==> src/rtl/csr_pkg.sv <==
// ---------------------------------------------------------------------------
// csr_pkg
//   Shared trap/CSR encodings used by the trap sequencer:
//     exc_cause_e          synchronous exception cause codes (mcause[3:0])
//     IRQ_MSI/MTI/MEI      machine interrupt cause codes
//     IRQ_MASK             mip/mie bits the trap logic reacts to
//     MTVEC_MODE_VECTORED  mtvec[1:0] encoding for vectored mode
//     trap_target()        mtvec-based trap entry address
// ---------------------------------------------------------------------------
package csr_pkg;

    typedef enum logic [3:0] {
        EXC_IFETCH_MIS = 4'd0,
        EXC_ILLEGAL    = 4'd2,
        EXC_BREAKPOINT = 4'd3,
        EXC_LD_MIS     = 4'd4,
        EXC_ST_MIS     = 4'd6,
        EXC_ECALL_M    = 4'd11
    } exc_cause_e;

    localparam logic [3:0]  IRQ_MSI = 4'd3;
    localparam logic [3:0]  IRQ_MTI = 4'd7;
    localparam logic [3:0]  IRQ_MEI = 4'd11;
    localparam logic [31:0] IRQ_MASK = 32'h0000_0888;

    localparam logic [1:0]  MTVEC_MODE_VECTORED = 2'b01;

    // Only interrupts are vectored; every other mode value (0, 2, 3) is direct.
    // The add wraps modulo 2^32 by construction.
    function automatic logic [31:0] trap_target(input logic [31:0] mtvec,
                                                input logic        is_irq,
                                                input logic [3:0]  code);
        logic [31:0] base;
        base = {mtvec[31:2], 2'b00};
        if (mtvec[1:0] == MTVEC_MODE_VECTORED && is_irq)
            return base + {26'b0, code, 2'b00};
        return base;
    endfunction

endpackage

==> src/rtl/trap_cause_prio.sv <==
// ---------------------------------------------------------------------------
// trap_cause_prio
//   Combinational priority encoder for trap causes. Interrupts always win
//   over exceptions; the caller gates irq_pend_i with the global enable.
//   Ports:
//     irq_pend_i        in  32  pending & enabled interrupts (bits 3/7/11)
//     exc_*_i           in  1   exception flags of the committing instruction
//     valid_o           out 1   some cause is present
//     is_irq_o          out 1   winning cause is an interrupt
//     code_o            out 4   winning cause code
// ---------------------------------------------------------------------------
module trap_cause_prio
    import csr_pkg::*;
(
    input  logic [31:0] irq_pend_i,
    input  logic        exc_ifetch_mis_i,
    input  logic        exc_illegal_i,
    input  logic        exc_ebreak_i,
    input  logic        exc_ecall_i,
    input  logic        exc_ld_mis_i,
    input  logic        exc_st_mis_i,
    output logic        valid_o,
    output logic        is_irq_o,
    output logic [3:0]  code_o
);

    always_comb begin
        valid_o  = 1'b1;
        is_irq_o = 1'b0;
        code_o   = 4'd0;
        // Interrupt order MEI > MSI > MTI.
        if (irq_pend_i[11]) begin
            is_irq_o = 1'b1;
            code_o   = IRQ_MEI;
        end else if (irq_pend_i[3]) begin
            is_irq_o = 1'b1;
            code_o   = IRQ_MSI;
        end else if (irq_pend_i[7]) begin
            is_irq_o = 1'b1;
            code_o   = IRQ_MTI;
        end else if (exc_ifetch_mis_i) begin
            code_o   = EXC_IFETCH_MIS;
        end else if (exc_illegal_i) begin
            code_o   = EXC_ILLEGAL;
        end else if (exc_ebreak_i) begin
            code_o   = EXC_BREAKPOINT;
        end else if (exc_ecall_i) begin
            code_o   = EXC_ECALL_M;
        end else if (exc_ld_mis_i) begin
            code_o   = EXC_LD_MIS;
        end else if (exc_st_mis_i) begin
            code_o   = EXC_ST_MIS;
        end else begin
            valid_o  = 1'b0;
        end
    end

endmodule

==> src/rtl/trap_ctrl.sv <==
// ---------------------------------------------------------------------------
// trap_ctrl
//   Trap sequencer between commit and the CSR file. On an interrupt,
//   exception or MRET at commit it drains/flushes the pipe, strobes the CSR
//   update (trap_o or mret_o) and then redirects fetch.
//   Sequence: IDLE -> DRAIN (until lsu idle) -> ENTER -> REDIRECT -> IDLE.
//   Optional feature macro YARC_TRAP_WFI_EN adds a SLEEP state for WFI;
//   without it WFI is a NOP.
//   Ports:
//     clk_i, rst_i                   clock, sync active-high reset
//     commit_*_i, exc_*_i            committing instruction and its faults
//     mret_i, wfi_i                  committing instruction is MRET / WFI
//     irq_i, mie_i, mstatus_mie_i    interrupt pending / enables
//     mtvec_i, mepc_i                CSR values for redirect targets
//     lsu_idle_i                     no outstanding memory transaction
//     stall_o, flush_o               pipeline control
//     trap_o, mret_o                 1-cycle CSR update strobes
//     mepc_o, mcause_o, mtval_o      CSR values, valid with trap_o
//     redirect_valid_o/_pc_o         fetch redirect
// ---------------------------------------------------------------------------
module trap_ctrl
    import csr_pkg::*;
#(
    parameter logic [31:0] RESET_PC = 32'h0000_0000
) (
    input  logic        clk_i,
    input  logic        rst_i,
    input  logic        commit_valid_i,
    input  logic [31:0] commit_pc_i,
    input  logic [31:0] commit_instr_i,
    input  logic        exc_ifetch_mis_i,
    input  logic        exc_illegal_i,
    input  logic        exc_ebreak_i,
    input  logic        exc_ecall_i,
    input  logic        exc_ld_mis_i,
    input  logic        exc_st_mis_i,
    input  logic [31:0] exc_addr_i,
    input  logic        mret_i,
    input  logic        wfi_i,
    input  logic [31:0] irq_i,
    input  logic [31:0] mie_i,
    input  logic        mstatus_mie_i,
    input  logic [31:0] mtvec_i,
    input  logic [31:0] mepc_i,
    input  logic        lsu_idle_i,
    output logic        stall_o,
    output logic        flush_o,
    output logic        trap_o,
    output logic        mret_o,
    output logic [31:0] mepc_o,
    output logic [31:0] mcause_o,
    output logic [31:0] mtval_o,
    output logic        redirect_valid_o,
    output logic [31:0] redirect_pc_o
);

    typedef enum logic [2:0] {
        ST_IDLE,
        ST_DRAIN,
        ST_ENTER,
`ifdef YARC_TRAP_WFI_EN
        ST_SLEEP,
`endif
        ST_REDIRECT
    } trap_state_e;

    trap_state_e state_q;
    logic        stall_q, flush_q, trap_q, mret_q, rvalid_q, is_mret_q;
    logic [31:0] rpc_q, mepc_q, mcause_q, mtval_q;

    logic [31:0] irq_raw, irq_en, mtval_d;
    logic        prio_valid, prio_is_irq;
    logic [3:0]  prio_code;

    // irq_raw ignores mstatus.MIE so it can also serve as the WFI wake-up.
    assign irq_raw = irq_i & mie_i & IRQ_MASK;
    assign irq_en  = irq_raw & {32{mstatus_mie_i}};

    trap_cause_prio u_prio (
        .irq_pend_i       (irq_en),
        .exc_ifetch_mis_i (exc_ifetch_mis_i),
        .exc_illegal_i    (exc_illegal_i),
        .exc_ebreak_i     (exc_ebreak_i),
        .exc_ecall_i      (exc_ecall_i),
        .exc_ld_mis_i     (exc_ld_mis_i),
        .exc_st_mis_i     (exc_st_mis_i),
        .valid_o          (prio_valid),
        .is_irq_o         (prio_is_irq),
        .code_o           (prio_code)
    );

    always_comb begin
        mtval_d = 32'd0;
        if (!prio_is_irq) begin
            case (prio_code)
                EXC_ILLEGAL:                          mtval_d = commit_instr_i;
                EXC_IFETCH_MIS, EXC_LD_MIS, EXC_ST_MIS: mtval_d = exc_addr_i;
                default:                              mtval_d = 32'd0;
            endcase
        end
    end

`ifndef YARC_TRAP_WFI_EN
    logic unused_wfi;
    assign unused_wfi = wfi_i;
`endif

    always_ff @(posedge clk_i) begin
        if (rst_i) begin
            state_q   <= ST_IDLE;
            stall_q   <= 1'b0;
            flush_q   <= 1'b0;
            trap_q    <= 1'b0;
            mret_q    <= 1'b0;
            rvalid_q  <= 1'b0;
            is_mret_q <= 1'b0;
            rpc_q     <= RESET_PC;
            mepc_q    <= 32'd0;
            mcause_q  <= 32'd0;
            mtval_q   <= 32'd0;
        end else begin
            trap_q   <= 1'b0;
            mret_q   <= 1'b0;
            rvalid_q <= 1'b0;
            case (state_q)
                ST_IDLE: begin
                    if (commit_valid_i) begin
                        if (prio_valid) begin
                            state_q   <= ST_DRAIN;
                            stall_q   <= 1'b1;
                            flush_q   <= 1'b1;
                            is_mret_q <= 1'b0;
                            mepc_q    <= commit_pc_i;
                            mcause_q  <= {prio_is_irq, 27'b0, prio_code};
                            mtval_q   <= mtval_d;
                        end else if (mret_i) begin
                            state_q   <= ST_DRAIN;
                            stall_q   <= 1'b1;
                            flush_q   <= 1'b1;
                            is_mret_q <= 1'b1;
                        end
`ifdef YARC_TRAP_WFI_EN
                        else if (wfi_i) begin
                            // Resume point is the instruction after WFI.
                            state_q <= ST_SLEEP;
                            stall_q <= 1'b1;
                            mepc_q  <= commit_pc_i + 32'd4;
                        end
`endif
                    end
                end
                ST_DRAIN: begin
                    if (lsu_idle_i) begin
                        state_q <= ST_ENTER;
                        flush_q <= 1'b0;
                        trap_q  <= !is_mret_q;
                        mret_q  <= is_mret_q;
                    end
                end
                ST_ENTER: begin
                    state_q  <= ST_REDIRECT;
                    rvalid_q <= 1'b1;
                    rpc_q    <= is_mret_q ? mepc_i
                                          : trap_target(mtvec_i, mcause_q[31], mcause_q[3:0]);
                end
                ST_REDIRECT: begin
                    state_q <= ST_IDLE;
                    stall_q <= 1'b0;
                end
`ifdef YARC_TRAP_WFI_EN
                ST_SLEEP: begin
                    if (|irq_raw) begin
                        if (mstatus_mie_i) begin
                            // irq_en == irq_raw here, so the encoder yields the interrupt.
                            state_q   <= ST_DRAIN;
                            flush_q   <= 1'b1;
                            is_mret_q <= 1'b0;
                            mcause_q  <= {1'b1, 27'b0, prio_code};
                            mtval_q   <= 32'd0;
                        end else begin
                            state_q <= ST_IDLE;
                            stall_q <= 1'b0;
                        end
                    end
                end
`endif
                default: state_q <= ST_IDLE;
            endcase
        end
    end

    assign stall_o          = stall_q;
    assign flush_o          = flush_q;
    assign trap_o           = trap_q;
    assign mret_o           = mret_q;
    assign mepc_o           = mepc_q;
    assign mcause_o         = mcause_q;
    assign mtval_o          = mtval_q;
    assign redirect_valid_o = rvalid_q;
    assign redirect_pc_o    = rpc_q;

endmodule

==> config.mk <==
export PLATFORM = sky130hd
export DESIGN_NAME = trap_ctrl
export DESIGN_NICKNAME = d
export VERILOG_FILES = /design/src/rtl/csr_pkg.sv /design/src/rtl/trap_cause_prio.sv /design/src/rtl/trap_ctrl.sv
export SDC_FILE = /design/constraint.sdc
export NUM_CORES = 1
export LEC_CHECK = 0
export CAP_MARGIN = 20
export CORE_AREA = 2 2 145 147
export DETAILED_ROUTE_END_ITERATION = 8
export DIE_AREA = 0 0 147 149
export PLACE_DENSITY = 0.65
export RECOVER_POWER = 100
export SLEW_MARGIN = 15
export SYNTH_ARGS = -nofsm -noshare
export SYNTH_HDL_FRONTEND = slang
export SYNTH_SLANG_ARGS = --single-unit
export TNS_END_PERCENT = 10
==> constraint.sdc <==
create_clock -name clk_i -period 1.8 [get_ports clk_i]
set_input_delay 0.36 -clock clk_i [delete_from_list [all_inputs] [get_ports clk_i]]
set_output_delay 0.36 -clock clk_i [all_outputs]
set_load 0.02 [all_outputs]
==> results.toml <==
[placed_design]
hpwl_mm = 14.8
place_ws_ns = -0.800
place.gp.congestion = 0.823
port_buffers = 283

[critical_path]
critPathTopFamily = "simple AND/OR/NAND/NOR gates"
cp-start-kind = "primary input"
cp-end-kind = "flop"
critPathBufInv = 1
crit_type = "primary input to flop"
r2r_setup_slack_ns = -0.07
slowest_stage = "dlygate4sd3_1"
crit_chain = "dlygate4sd3_1, and3b_1, and3_4, nand4_4, or4_1, nand3_1"
cp_max_fo = 6
crit_required_ns = 2.09
crit_arrival_ns = 2.20
cpPeakStageDelay_ns = 0.55

[route]
num_vias = 5713
drtIter0Drc = 203
wl_met2_mm = 10.0
wl_met1_mm = 8.79
ant_nets = 0
highest_layer = "met4"
totalWireLength_mm = 20.3
met3RoutedLength_mm = 1.16
wl_per_cell_um = 16.2
drt-vias-per-instance = 4.56
dr.pass1.iters = 4
drc = 0

[flow_run]
max_cap_viol_count = 0

[final_layout]
mostFrequentLayoutCells = "clkdlybuf4s50_1 (224), dfxtp_1 (107), nand2_1 (87), buf_4 (83)"
utilization_pct = 48.3
area_growth_pct = 83.9
final_nets = 1220
diodes = 0
fillers = 1988
drive_gt1_share_pct = 19.3
final_common_cell = "clkdlybuf4s50_1"

[synthesis]
syn_area_um2 = 5390
synth_top_area_share_pct = 40.5
yosys-top-cells-area = "dfxtp_1 (40%), mux2i_1 (7.6%), nand2_1 (6.1%), o2bb2ai_1 (5.2%), buf_4 (4.7%)"
ys.flop_type = "dfxtp_1"
synth_top_area_cell = "dfxtp_1"
yosysSeqAreaShare_pct = 40.5
synth_seq_cells = 109
syn-instance-count = 604
synth_edf_count = 0
yosysUniqueCellTypes = 56
async_reset_ff_share_pct = 0
postSynthAreaPerCell_um2 = 8.93
yosys_warnings = 0

[power_and_ir_drop]
power.leakage_nw = 3.99
power_mw = 9.84
p_per_area_nw_per_um2 = 991
peakVddDrop_uv = 607

[timing]
setup_viol = 44
layout_setup_ws_ns = -0.108
finalMaxSlewViolations = 0
clock.fmax_mhz = 524
fin_crit_sh_pct = 106
min_period_ns = 1.91
tightestPinTransition_ns = 0.504
setup_tns_ns = -0.645
slew_headroom_pct = 66.4
clock_skew_ns = 0.0102
rsz0062_at_grt = "yes"
hold_viol_final = 0

[cts]
cts_buffers = 9
path_clk_slew_ns = 0.08
cts_tree = "yes"
insertion_delay_ns = 0.35
htree_levels = 3
clock_path_buffers = 2
numClockSinks = 109
cts-root-buf = "clkbuf_16"

[min_path]
hold_path.class = "flop to flop"

[die]
die_h_um = 149
io_pins = 370
die_w_um = 147
core_area_um2 = 20600
num_rows = 53
initial_core_util_pct = 26.2
die-area_um2 = 21900

[global_routing]
grt_pass1_wl_mm = 30.7
grt_pass1_vias = 5626
antenna_found_initial = 0
overflow = 0
grt_util_all_layers_pct = 17.8
grt_start_max_net_pins = 68

[run_status]
status = "finished, violations left"
violations = "negative setup slack"
[area by class of cell]
class	instances	area, um^2	area share (%)
Clock buffer	9	225	2.27
Clock inverter	7	58.8	0.593
Inverter	13	48.8	0.492
Multi-Input combinational cell	442	3110	31.4
Sequential cell	109	2190	22.0
Tap cell	275	344	3.47
Timing Repair Buffer	399	3940	39.7
[power breakdown]
part	total, mW	internal [mW]	switching [mW]
clock	1.96	0.962	1.00
combinational	4.71	2.36	2.35
sequential	3.17	2.89	0.272
[state kept, by name, summed over array words and instances, names as in the netlist]
register,cells
mcause_o,5
flush_o,1
trap_o,1
state_q,2
redirect_pc_o,32
stall_o,1
mtval_o,32
mret_o,1
redirect_valid_o,1
is_mret_q,1
mepc_o,32
[worst min-delay path: stages (launching register included)]
cell and delay [ns]:
dfxtp_1 0.31, nand2_1 0.05, a21oi_1 0.05
[cell families after synthesis]
family | Yosys count | share of synthesized area, %
XOR/XNOR | 17 | 2.76
AND/OR/NAND/NOR | 176 | 16.2
multiplexers | 41 | 7.61
flip-flops | 109 | 40.5
adder cells (fa/ha/maj) | 9 | 2.23
AO/OA/AOI/OAI | 172 | 22.1
buffers and inverters | 79 | 8.61
other | 1 | 0.0695
[timing repair]
| action | CTS | global route |
|---|---|---|
| pin swaps | 20 | 17 |
| setup endpoints to repair | 106 | 92 |
| resized for setup | 63 | 25 |
| hold buffers | 0 | 0 |
| buffers inserted | 16 | 3 |
| gates cloned | 5 | 0 |
[cells in the mapped netlist, drive strengths merged (9+ instances only)]
| master | number |
|---|---|
| a21oi | 48 |
| a22oi | 26 |
| and3 | 10 |
| buf | 46 |
| clkbuf | 20 |
| dfxtp | 109 |
| inv | 13 |
| mux2i | 41 |
| nand2 | 88 |
| nand3 | 11 |
| nor2 | 23 |
| o21ai | 13 |
| o22ai | 17 |
| o2bb2ai | 32 |
| xnor2 | 9 |
[per-layer routing]
metal	global-route usage, %	vias up
met3	4.19	20
met5	0	-
met1	22.3	2651
li1	-	2874
met4	5.00	0
met2	30.8	168
[per-stage QoR]
stage / hold slack [ns] / area (um^2) / cells
after floorplan: 0.496 / 5510 / 630
after CTS: 0.455 / 9820 / 1251
final: 0.452 / 9920 / 1254
after detailed placement: 0.445 / 9090 / 1214
after global routing: 0.468 / 9920 / 1254
after global placement: 0.441 / 9090 / 1214
[path summary, 6_finish.rpt]
path / startpoint / endpoint / cells past startpoint
hold / removal: mepc_o[8] / mepc_o[8] / 2
setup reg to reg: mcause_o[0] / redirect_pc_o[26] / 8
hold reg to reg: mepc_o[8] / mepc_o[8] / 2
setup / recovery: mtvec_i[1] / redirect_pc_o[27] / 6
(Power assumes the default switching activity.)
